File: src/rtl/bus_deser_pkg.sv
// Shared types and helpers for the serial-to-parallel bus deserializer.
//   deser_state_t : receive FSM states (IDLE, SHIFT, HOLD)
//   cnt_width()   : bits needed to count 0..WIDTH received bits
package bus_deser_pkg;

  typedef enum logic [1:0] {
    IDLE  = 2'd0,
    SHIFT = 2'd1,
    HOLD  = 2'd2
  } deser_state_t;

  function automatic int cnt_width(input int width);
    return $clog2(width + 1);
  endfunction

endpackage

File: src/rtl/bus_deserializer_if.sv
// Handshake bundle for the bus deserializer.
//   s_valid/s_ready/s_bit/s_last : single-bit serial input stream
//   m_valid/m_ready/m_data/m_err : assembled word output stream
// modport master : the environment (drives serial bits, consumes words)
// modport slave  : the deserializer itself
interface bus_deserializer_if #(
  parameter int WIDTH = 5
);

  logic             s_valid;
  logic             s_ready;
  logic             s_bit;
  logic             s_last;
  logic             m_valid;
  logic             m_ready;
  logic [WIDTH-1:0] m_data;
  logic             m_err;

  modport master (
    output s_valid, s_bit, s_last, m_ready,
    input  s_ready, m_valid, m_data, m_err
  );

  modport slave (
    input  s_valid, s_bit, s_last, m_ready,
    output s_ready, m_valid, m_data, m_err
  );

endinterface

File: src/rtl/bus_shift_reg.sv
// Direction-selectable shift register for the deserializer.
//   clk, rst  : clock, asynchronous active-high reset
//   shift_i   : a serial bit is accepted this cycle
//   start_i   : the accepted bit begins a new frame (register cleared first)
//   bit_i     : serial data bit
//   cnt_i     : number of bits in the frame including the current one
//   word_o    : frame contents after the current bit, justified so that the
//               first stream bit sits at the end selected by MSB_FIRST and
//               any missing positions are zero
module bus_shift_reg
  import bus_deser_pkg::*;
#(
  parameter int WIDTH     = 5,
  parameter int MSB_FIRST = 1,
  parameter int CW        = cnt_width(WIDTH)
) (
  input  logic             clk,
  input  logic             rst,
  input  logic             shift_i,
  input  logic             start_i,
  input  logic             bit_i,
  input  logic [CW-1:0]    cnt_i,
  output logic [WIDTH-1:0] word_o
);

  logic [WIDTH-1:0] sr_q;
  logic [WIDTH-1:0] sr_d;
  logic [WIDTH-1:0] base;
  logic [CW-1:0]    miss;

  // NOTE: every signal gets a value before any branch, so no latch is inferred.
  always_comb begin
    base = start_i ? '0 : sr_q;
    sr_d = base;
    if (MSB_FIRST != 0) begin
      sr_d = {base[WIDTH-2:0], bit_i};
    end else begin
      sr_d = {bit_i, base[WIDTH-1:1]};
    end
    // Short frames occupy only cnt_i positions; slide them to the first-bit end.
    miss = CW'(WIDTH) - cnt_i;
    if (MSB_FIRST != 0) begin
      word_o = sr_d << miss;
    end else begin
      word_o = sr_d >> miss;
    end
  end

  // NOTE: sequential state uses non-blocking assignments so all flops update together.
  always_ff @(posedge clk or posedge rst) begin
    if (rst) begin
      sr_q <= '0;
    end else if (shift_i) begin
      sr_q <= sr_d;
    end
  end

endmodule

File: src/rtl/bus_deserializer.sv
// Serial-to-parallel bus deserializer with framing-error reporting.
//   clk  : rising-edge clock
//   rst  : asynchronous active-high reset
//   bus  : slave side of bus_deserializer_if (serial in, word out)
// Parameters: WIDTH (2..64) word width, MSB_FIRST selects whether the first
// received bit lands in m_data[WIDTH-1] (1) or m_data[0] (0).
module bus_deserializer
  import bus_deser_pkg::*;
#(
  parameter int WIDTH     = 5,
  parameter int MSB_FIRST = 1
) (
  input logic                clk,
  input logic                rst,
  bus_deserializer_if.slave  bus
);

  localparam int CW = cnt_width(WIDTH);

  deser_state_t     state_q;
  logic [CW-1:0]    cnt_q;
  logic [CW-1:0]    cnt_d;
  logic             rdy_q;
  logic             m_valid_q;
  logic [WIDTH-1:0] m_data_q;
  logic             m_err_q;
  logic [WIDTH-1:0] word;
  logic             accept;
  logic             start;
  logic             done;
  logic             err_d;

  // rdy_q keeps s_ready low while reset is held and for the release edge;
  // in HOLD the consumer's ready passes straight through so a new bit can
  // be taken in the same cycle the held word leaves.
  assign bus.s_ready = (state_q == HOLD) ? bus.m_ready : rdy_q;
  assign accept      = bus.s_valid && bus.s_ready;
  assign start       = (state_q != SHIFT);
  assign cnt_d       = start ? CW'(1) : cnt_q + CW'(1);
  assign done        = accept && (bus.s_last || cnt_d == CW'(WIDTH));
  // Error when last comes early, or when the full word arrives without last.
  assign err_d       = (cnt_d != CW'(WIDTH)) || !bus.s_last;

  bus_shift_reg #(
    .WIDTH     (WIDTH),
    .MSB_FIRST (MSB_FIRST),
    .CW        (CW)
  ) u_shift (
    .clk     (clk),
    .rst     (rst),
    .shift_i (accept),
    .start_i (start),
    .bit_i   (bus.s_bit),
    .cnt_i   (cnt_d),
    .word_o  (word)
  );

  // NOTE: the output word register is reset too, so m_data reads zero out of reset.
  always_ff @(posedge clk or posedge rst) begin
    if (rst) begin
      state_q   <= IDLE;
      cnt_q     <= '0;
      rdy_q     <= 1'b0;
      m_valid_q <= 1'b0;
      m_data_q  <= '0;
      m_err_q   <= 1'b0;
    end else begin
      rdy_q <= 1'b1;
      unique case (state_q)
        IDLE, SHIFT: ;
        HOLD: begin
          if (bus.m_ready) begin
            m_valid_q <= 1'b0;
            state_q   <= IDLE;
          end
        end
        default: state_q <= IDLE;
      endcase
      // An accepted bit overrides the HOLD->IDLE exit: it starts or extends a frame.
      if (accept) begin
        if (done) begin
          state_q   <= HOLD;
          cnt_q     <= '0;
          m_valid_q <= 1'b1;
          m_data_q  <= word;
          m_err_q   <= err_d;
        end else begin
          state_q <= SHIFT;
          cnt_q   <= cnt_d;
        end
      end
    end
  end

  assign bus.m_valid = m_valid_q;
  assign bus.m_data  = m_data_q;
  assign bus.m_err   = m_err_q;

endmodule

File: src/flat_wrapper.sv
// flat-port wrapper written by rule: the top's interface ports become plain ports
module bus_deserializer_flat import bus_deser_pkg::*;
#(
  parameter int WIDTH     = 5,
  parameter int MSB_FIRST = 1
)
  (clk, rst, bus_s_valid, bus_s_bit, bus_s_last, bus_m_ready, bus_s_ready, bus_m_valid, bus_m_data, bus_m_err);
  bus_deserializer_if #(.WIDTH(WIDTH)) bus_i ();
  input logic clk;
  input logic rst;
  input wire logic [$bits(bus_i.s_valid)-1:0] bus_s_valid;
  input wire logic [$bits(bus_i.s_bit)-1:0] bus_s_bit;
  input wire logic [$bits(bus_i.s_last)-1:0] bus_s_last;
  input wire logic [$bits(bus_i.m_ready)-1:0] bus_m_ready;
  output wire logic [$bits(bus_i.s_ready)-1:0] bus_s_ready;
  output wire logic [$bits(bus_i.m_valid)-1:0] bus_m_valid;
  output wire logic [$bits(bus_i.m_data)-1:0] bus_m_data;
  output wire logic [$bits(bus_i.m_err)-1:0] bus_m_err;
  assign bus_i.s_valid = bus_s_valid;
  assign bus_i.s_bit = bus_s_bit;
  assign bus_i.s_last = bus_s_last;
  assign bus_i.m_ready = bus_m_ready;
  assign bus_s_ready = bus_i.s_ready;
  assign bus_m_valid = bus_i.m_valid;
  assign bus_m_data = bus_i.m_data;
  assign bus_m_err = bus_i.m_err;
  bus_deserializer #(.WIDTH(WIDTH), .MSB_FIRST(MSB_FIRST)) u_core (.clk(clk), .rst(rst), .bus(bus_i));
endmodule
File: config.mk
export PLATFORM = sky130hd
export DESIGN_NAME = bus_deserializer_flat
export DESIGN_NICKNAME = d
export VERILOG_FILES = /design/src/rtl/bus_deser_pkg.sv /design/src/rtl/bus_deserializer_if.sv /design/src/rtl/bus_shift_reg.sv /design/src/rtl/bus_deserializer.sv /design/src/flat_wrapper.sv
export SDC_FILE = /design/constraint.sdc
export NUM_CORES = 1
export LEC_CHECK = 0
export CORE_MARGIN = 1
export CORE_UTILIZATION = 52
export CTS_CLUSTER_DIAMETER = 100
export CTS_CLUSTER_SIZE = 25
export DETAILED_ROUTE_END_ITERATION = 10
export PLACE_DENSITY = 0.77
export RECOVER_POWER = 25
export SETUP_SLACK_MARGIN = 0.5
export SYNTH_ARGS = -nofsm -noshare
export SYNTH_HDL_FRONTEND = slang
export SYNTH_SLANG_ARGS = --single-unit
File: constraint.sdc
create_clock -name clk -period 2.3 [get_ports clk]
set_input_delay 0.46 -clock clk [delete_from_list [all_inputs] [get_ports clk]]
set_output_delay 0.46 -clock clk [all_outputs]
set_load 0.01 [all_outputs]
After elaboration in Yosys (flattened, before gate mapping) --
Index checks and enable logic that the tools add are counted.
Storage, ports and cells: word-level logic and storage cells 38, bits in registers 17
Cells by class: mux-type cells 12, shifts and indexed selects 1, reductions and logical operators 9, equality and inequality tests 7, $add $sub $neg 2
Operators by type and width (number):
- two-way mux 2 bit | 3
- two-way mux 3 bit | 2
- two-way mux 1 bit | 5
- left shift 5 x 3 -> 5 bit | 1
- two-way mux 4 bit | 1
- inequality test 2 x 1 -> 1 bit (second input constant) | 2
- one-hot mux 2 bit (2 select lines) | 1
- AND reduction 2 bit | 2
- adder 3 x 1 -> 3 bit (second input constant) | 1
- equality test 3 bit (second input constant) | 1
- inequality test 3 x 2 -> 1 bit (second input constant) | 1
- inequality test 3 bit (second input constant) | 1
- subtractor 3 bit (first input constant) | 1
- equality test 2 x 1 -> 1 bit (second input constant) | 1
- equality test 2 bit (second input constant) | 1
- logical AND 1 bit | 2
- logical NOT 2 bit | 1
- logical OR 1 bit | 2
- OR reduction 2 bit | 1
- logical NOT 1 bit | 1

Logic depth before layout (Yosys ltp) --
Gate-level depths: netlist (run 1).
depth after elaboration 7, gate-level depth with buffers 7, gate-level depth less buffers 7

Cells and area by module --
A second synthesis (run 1) with hierarchy kept.
Second synthesis, totals: cell total of the unflattened synthesis 86, area, all modules 959.7 sq um
By module, submodules not included:
- bus_deserializer | seq. area each 325.3 sq um, times used 1, cells an instance 54, area each 666.9 sq um
- bus_shift_reg | seq. area each 100.1 sq um, times used 1, cells an instance 32, area each 292.8 sq um

Worst setup path before layout (run 1) --
Ideal clock, no wire load.
path kind register -> register, from register u_core.cnt_q[0], to register u_core.m_data_q[4] (netlist: u_core.bus.m_data[4]), stages on the path, launching flop included 8, required time 2.175 ns, setup slack 0.482 ns, path buffers 1, data arrival time 1.692 ns, clock period less this slack 1.818 ns, cell sequence dfrtp_1 -> ha_1 -> buf_2 -> nand2_1 -> ha_1 -> nor2_1 -> a32o_1 -> mux2_4
On the way: cells in the longest elaborated chain, start to end 6, elaborated cells between the ends (all ways) 8, classes of those cells add/sub: 2; eq/ne: 1; shift: 1; mux: 1; reduce/logical: 3
RTL lines:
- start, declared | RTL line bus_deserializer.sv:21 | logic [CW-1:0] cnt_q;
- start signal, assigned | RTL line bus_deserializer.sv:89 | cnt_q <= cnt_d;
- adder 3 x 1 -> 3 bit (*) | RTL line bus_deserializer.sv:39 | assign cnt_d = start ? CW'(1) : cnt_q + CW'(1);
- two-way mux 3 bit (*) | RTL line bus_deserializer.sv:39
- parallel branches: the longest is 4 deep, another holds subtractor 3 bit
- end signal, assigned | RTL line bus_deserializer.sv:85 | m_data_q <= word;
- end, declared | RTL line bus_deserializer.sv:25 | logic [WIDTH-1:0] m_data_q;
Every way passes the cells marked *. A chain may end at the register's enable or synchronous reset.

Worst setup path after layout (run 1) --
from register u_core.cnt_q[1], to register u_core.m_data_q[4] (netlist: u_core.bus.m_data[4])
The elaborated chain is that of the path after synthesis.

==> flow_metrics.py, run 1 <==
metrics = {
    "timing": {
        "slew_violations": 0,
        "fmax_ghz": 0.571,
        "fin_worst_skew_ns": 0.00255,
        "finalCritPeriodShare": 0.762,
        "slew_headroom": 0.587,
        "rsz0062_at_grt": "no",
        "period_needed_ns": 1.75,
        "tns_ns": 0,
        "finalSetupViolCount": 0,
        "tightest_slew_ns": 0.619,
        "hold_viol": 0,
    },
    "global_routing": {
        "grt.total_usage": 0.235,
        "grt_pass1_wl_um": 3300,
        "grt_remaining_overflow": 0,
        "grt_max_degree": 18,
        "first_global_vias": 728,
        "grt_antenna_before_repair": 0,
    },
    "cells_and_area": {
        "fillers": 100,
        "drive_above_1_share": 0.353,
        "area_delta_synth_final_pct": 37.7,
        "diodes": 0,
        "nets": 125,
    },
    "routing": {
        "ant_nets": 0,
        "post-route-drc-count": 0,
        "finalWirelength_um": 2200,
        "dr.pass1.iters": 4,
        "via_per_inst": 5.46,
        "wire_per_inst_um": 15.7,
        "via_count": 764,
        "drt_iter0_drc": 32,
    },
    "worst_setup_path": {
        "r2r_cells": 7,
        "r2r-end": "u_core.bus.m_data[4]",
        "cp-start-kind": "flop",
        "crit_fanout": 5,
        "cp_data_arrival_time_ns": 1.94,
        "path_class": "reg -> reg",
        "end_kind": "flop",
        "crit_required_ns": 2.48,
        "worstReg2RegStart": "u_core.cnt_q[1]",
        "r2r_slack_ns": 0.55,
    },
    "synthesis": {
        "synth_seq_cells": 17,
        "synthesis.area_sq_um": 936,
        "postSynth.topFlopCell": "dfrtp_1",
        "synth_edf_count": 0,
        "yosys_warnings": 0,
        "avgSynthCellArea_sq_um": 11.0,
        "synth_cells": 85,
        "yosysUniqueCellTypes": 36,
        "ys_seq_area_frac": 0.455,
        "ys_async_sr_fraction": 1.00,
        "synth_nets": 93,
    },
    "power_and_ir_drop": {
        "total_power_uw": 907,
        "power_density_nw_per_um2": 704,
        "p_leak_uw": 0.000571,
        "max-vdd-ir-drop_mv": 0.453,
    },
    "floorplan": {
        "rows": 14,
        "die_h_um": 44.4,
        "dieArea_sq_um": 1970,
        "ioPinCount": 14,
        "die_w_um": 44.4,
        "start_util": 0.587,
        "core_sq_um": 1590,
    },
    "cts": {
        "cts_tree": "built",
        "numCtsBuffers": 3,
        "hold_buffers": 0,
        "cts_buffer_depth": 2,
        "h-tree-depth": 1,
        "worst_skew_pair.late_latency_ns": 0.29,
        "clk_pin_slew_worst_paths_ns": 0.10,
        "cts.sinks": 17,
        "clockRootBuffer": "clkbuf_4",
    },
    "place": {
        "globalplace.congestion": 0.792,
        "portBuffers": 13,
        "hpwl_um": 1250,
    },
    "hold_path": {
        "hold_end": "u_core.bus.m_valid",
        "hold_path_class": "reg -> reg",
        "min_path_cells": 1,
        "hold_start": "u_core.bus.m_valid",
    },
    "job": {
        "drv_cap": 0,
    },
    "status": {
        "status": "complete, no violations",
    },
}
[flip-flops by register name, indices dropped and copies added (netlist names)]
name                 flops
u_core.bus.m_data        5
u_core.bus.m_err         1
u_core.bus.m_valid       1
u_core.cnt_q             3
u_core.rdy_q             1
u_core.state_q           2
u_core.u_shift.sr_q      4
[metrics by stage]
stage	cell area [sq um]	instances	hold WS [ns]	utilization	setup WS, ns
4_1_cts	1240	138	0.504	0.779	0.490
5_1_grt	1290	140	0.527	0.808	0.497
3_5_place_dp	1100	121	0.478	0.692	0.0587
3_3_place_gp	1100	121	0.465	0.692	0.0830
6_report	1290	140	0.499	0.808	0.547
2_1_floorplan	948	85	0.386	-	0.508
[worst max-delay path by stage]
stage               slack [ns]              endpoint       startpoint
floorplan                 0.51  u_core.bus.m_data[4]  u_core.cnt_q[0]
global placement          0.08           bus_s_ready      bus_m_ready
detailed placement        0.06           bus_s_ready      bus_m_ready
CTS                       0.49       u_core.cnt_q[2]      bus_s_valid
global route              0.50       u_core.cnt_q[2]  u_core.cnt_q[1]
finish                    0.55  u_core.bus.m_data[4]  u_core.cnt_q[1]
[final cells by class]
class	instances	area (sq um)	area share
Sequential cell	17	427	0.331
Inverter	3	11.3	0.00874
Timing Repair Buffer	31	262	0.203
Clock buffer	4	26.3	0.0204
Multi-Input combinational cell	61	533	0.414
Tap cell	24	30.0	0.0233
[power by group]
part	total [uW]	internal [uW]	switching, uW
Clock	163	67.3	95.7
Sequential	378	341	37.3
Combinational	365	194	172
[what timing repair did]
item	4_1_cts	5_1_grt
gates resized for setup	9	11
setup buffers	13	2
endpoints found under the setup margin	8	8
pin swaps	5	4
cloned	0	0
[cells in the final DEF (no fill, tap or decap), types with 2 or more instances in the layout]
| cell | synthesis | final |
|---|---|---|
| nand3b_1 | 2 | 2 |
| o21ai_1 | 1 | 2 |
| mux2i_1 | 5 | 5 |
| nand2_1 | 12 | 11 |
| ha_4 | 0 | 2 |
| a32o_1 | 2 | 2 |
| dfrtp_1 | 17 | 16 |
| inv_1 | 3 | 3 |
| o21ai_0 | 6 | 5 |
| buf_4 | 1 | 18 |
| clkdlybuf4s50_1 | 0 | 9 |
| o22ai_1 | 2 | 2 |
| mux2_4 | 3 | 3 |
| clkbuf_4 | 0 | 3 |
| mux2_2 | 2 | 2 |
[cell families after synthesis]
group | after synthesis | synth area share
compound gates | 21 | 0.186
xor+xnor | 1 | 0.00936
fa+ha+maj | 2 | 0.0267
buf+inv | 7 | 0.0428
flops | 17 | 0.455
mux | 10 | 0.126
other cells | 1 | 0.00401
simple gates | 26 | 0.151
[per-layer routing]
metal | track usage | part of all wire | up-vias
li1 | - | - | 369
met1 | 0.309 | 0.46 | 374
met2 | 0.374 | 0.50 | 17
met3 | 0.0327 | 0.031 | 4
met4 | 0.127 | 0.013 | 0
met5 | 0 | 0 | -
[cells in the mapped netlist, types with 2 or more instances]
cell type   n  area, sq um
mux2i_1     5         50.1
o21ai_0     6         30.0
mux2_4      3         45.0
nor2_1      2         7.51
ha_1        2         25.0
a2111oi_0   2         17.5
nand2b_1    2         12.5
a32o_1      2         20.0
nand3b_1    2         15.0
mux2_2      2         22.5
o22ai_1     2         12.5
dfrtp_1    17          425
nand2_1    12         45.0
inv_1       3         11.3
buf_2       2         10.0
[worst max-delay path, stage by stage (launching register included)]
cell	delay, ns
dfrtp_1	0.43
ha_4	0.19
xnor2_2	0.14
nor2_2	0.06
ha_4	0.29
nor2_1	0.06
a32o_1	0.22
mux2_4	0.25
(Power assumes the default switching activity.)
==> inputs of run 2 (changes only) <==
--- a/config.mk
+++ b/config.mk
@@ -6,11 +6,11 @@
 export NUM_CORES = 1
 export LEC_CHECK = 0
 export CORE_MARGIN = 1
-export CORE_UTILIZATION = 52
+export CORE_UTILIZATION = 47
 export CTS_CLUSTER_DIAMETER = 100
 export CTS_CLUSTER_SIZE = 25
 export DETAILED_ROUTE_END_ITERATION = 10
-export PLACE_DENSITY = 0.77
+export PLACE_DENSITY = 0.74
 export RECOVER_POWER = 25
 export SETUP_SLACK_MARGIN = 0.5
 export SYNTH_ARGS = -nofsm -noshare
==> constraint.sdc (replaced) <==
create_clock -name clk -period 1.55 [get_ports clk]
set_input_delay 0.31 -clock clk [delete_from_list [all_inputs] [get_ports clk]]
set_output_delay 0.31 -clock clk [all_outputs]
set_load 0.01 [all_outputs]
==> run 2 against run 1 <==
The run now ends with negative setup slack left. Via count grew 5.2%. Die area grew 10%. Register-to-register slack lost 0.74 ns. Sequential share of layout area shrank 2.8 points. Clock power grew 46%. Sequential power grew 48%. Largest power group is now combinational logic.
==> flow_metrics.py, run 2 (same netlist as run 1, synthesis figures left out) <==
metrics = {
    "status": {
        "status": "finished with violations",
        "violations": "negative setup slack",
    },
    "timing": {
        "fmax_ghz": 0.573,
        "period_needed_ns": 1.75,
        "hold_viol": 0,
        "rsz0062_at_grt": "yes",
        "slew_violations": 0,
        "fin_ws_ns": -0.195,
        "tightest_slew_ns": 0.947,
        "finalCritPeriodShare": 1.13,
        "timing.hold.ws_ns": 0.510,
        "fin_worst_skew_ns": 0.00331,
        "finalSetupViolCount": 13,
        "slew_headroom": 0.369,
    },
    "floorplan": {
        "die_h_um": 46.6,
        "ioPinCount": 14,
        "start_util": 0.519,
        "rows": 15,
        "die_w_um": 46.6,
        "dieArea_sq_um": 2170,
        "core_sq_um": 1800,
    },
    "global_routing": {
        "grt_remaining_overflow": 0,
        "first_global_vias": 768,
        "grt_max_degree": 18,
        "grt_antenna_before_repair": 0,
        "grt.total_usage": 0.238,
        "grt_pass1_wl_um": 3510,
    },
    "cts": {
        "h-tree-depth": 1,
        "numCtsBuffers": 3,
        "cts.sinks": 17,
        "clk_pin_slew_worst_paths_ns": 0.10,
        "cts_buffer_depth": 2,
        "clockRootBuffer": "clkbuf_4",
        "worst_skew_pair.late_latency_ns": 0.29,
        "cts_tree": "built",
    },
    "worst_setup_path": {
        "r2r_cells": 9,
        "crit_fanout": 6,
        "r2r-end": "u_core.bus.m_valid",
        "cp_cell_sequence": "ha_4, xnor2_2, nor2_2, ha_4, a21oi_4, nor2_4, buf_4, buf_4, a21o_1",
        "slowest_delay_ns": 0.43,
        "worstReg2RegStart": "u_core.cnt_q[1]",
        "cp-start-kind": "flop",
        "crit_required_ns": 1.74,
        "worst_path_max_delay_cell": "dfrtp_1",
        "end_kind": "flop",
        "path_class": "reg -> reg",
        "r2r_slack_ns": -0.20,
        "cp_data_arrival_time_ns": 1.93,
    },
    "power_and_ir_drop": {
        "total_power_uw": 1400,
        "p_leak_uw": 0.000658,
        "power_density_nw_per_um2": 995,
        "max-vdd-ir-drop_mv": 0.758,
    },
    "place": {
        "hpwl_um": 1480,
        "dp.cells": 138,
        "pre_cts_slack_ns": -0.421,
        "portBuffers": 13,
        "globalplace.congestion": 0.800,
    },
    "hold_path": {
        "hold_start": "u_core.bus.m_data[4]",
        "hold_end": "u_core.bus.m_data[4]",
        "hold_path_class": "reg -> reg",
        "min_path_cells": 1,
    },
    "cells_and_area": {
        "layout_common_cells": "buf_4 (27), dfrtp_1 (16), nand2_1 (9), buf_2 (7)",
        "largest_reg_flops": 5,
        "nets": 139,
        "layout_commonest_cell": "buf_4",
        "layout.cells.non_filler": 155,
        "final_core_util": 0.781,
        "drive_above_1_share": 0.500,
        "area_delta_synth_final_pct": 50.3,
        "diodes": 0,
    },
    "routing": {
        "dr.pass1.iters": 5,
        "drt_iter0_drc": 16,
        "ant_nets": 0,
        "finalWirelength_um": 2390,
        "post-route-drc-count": 0,
        "via_per_inst": 5.19,
        "via_count": 804,
        "wire_per_inst_um": 15.4,
    },
    "job": {
        "drv_cap": 0,
    },
}
## run 2: changes by cell type in the layout (fill, tap and decap cells not counted), moves of 2 or more
cell | before | now
buf_4 | 18 | 27
o21ai_1 | 2 | 5
o21ai_0 | 5 | 1
buf_6 | 0 | 3
nand2_1 | 11 | 9
buf_2 | 0 | 7
clkdlybuf4s50_1 | 9 | 4
## run 2: where the power goes
| part | switching (uW) | internal [uW] | leakage [uW] |
|---|---|---|---|
| Combinational | 277 | 324 | 0.000426 |
| Sequential | 54.4 | 506 | 0.000217 |
| Clock | 138 | 99.9 | 0.0000150 |
## run 2: worst max-delay path by stage
stage,to,start,depth (start not counted),slack [ns]
floorplan,u_core.bus.m_data[4],u_core.cnt_q[0],7,-0.16
global placement,bus_s_ready,bus_m_ready,4,-0.37
detailed placement,bus_s_ready,bus_m_ready,4,-0.42
CTS,u_core.bus.m_data[4],u_core.cnt_q[0],7,-0.24
global route,u_core.bus.m_valid,u_core.cnt_q[1],9,-0.26
finish,u_core.bus.m_valid,u_core.cnt_q[1],9,-0.20
## run 2: final cells by class
cell class,instances,area (sq um)
fill,117,395
inverter,3,11.3
sequential,17,427
tap,25,31.3
timing repair buffer,45,360
multi-input combinational,61,551
clock buffer,4,26.3
## run 2: metal layers
| metal | GRT usage | up-vias | share of wire |
|---|---|---|---|
| li1 | - | 397 | - |
| met1 | 0.303 | 389 | 0.43 |
| met2 | 0.397 | 16 | 0.53 |
| met3 | 0.0353 | 2 | 0.029 |
| met4 | 0.103 | 0 | 0.0088 |
| met5 | 0 | - | 0 |
## run 2: critical path: cells and delay by family (launching register included)
family	cells	cell delay [ns]
and+or+nand+nor	2	0.14
adders and majority gates	2	0.36
AOI/OAI and AO/OA	2	0.31
buffers and inverters	2	0.28
DFF	1	0.43
xor gates and xnor gates	1	0.13
## run 2: timing repair
item / 4_1_cts / 5_1_grt
hold buffers: 0 / 0
gates resized for setup: 42 / 15
pin swaps: 4 / 6
buffers inserted: 8 / 5
endpoints found under the setup margin: 24 / 24
## run 2: stage by stage
stage | TNS, ns | cell area [sq um]
after floorplan | -0.518 | 968
after global placement | -3.73 | 1230
after detailed placement | -4.79 | 1230
after CTS | -2.05 | 1320
after global routing | -2.77 | 1410
final | -1.60 | 1410
==> inputs of run 3 (changes only) <==
--- a/config.mk
+++ b/config.mk
@@ -11,7 +11,7 @@
 export CTS_CLUSTER_SIZE = 25
 export DETAILED_ROUTE_END_ITERATION = 10
 export PLACE_DENSITY = 0.74
-export RECOVER_POWER = 25
+export RECOVER_POWER = 50
 export SETUP_SLACK_MARGIN = 0.5
 export SYNTH_ARGS = -nofsm -noshare
 export SYNTH_HDL_FRONTEND = slang
==> results of run 3 <==
The final DEF is identical to that of run 2; final timing and power are the same.
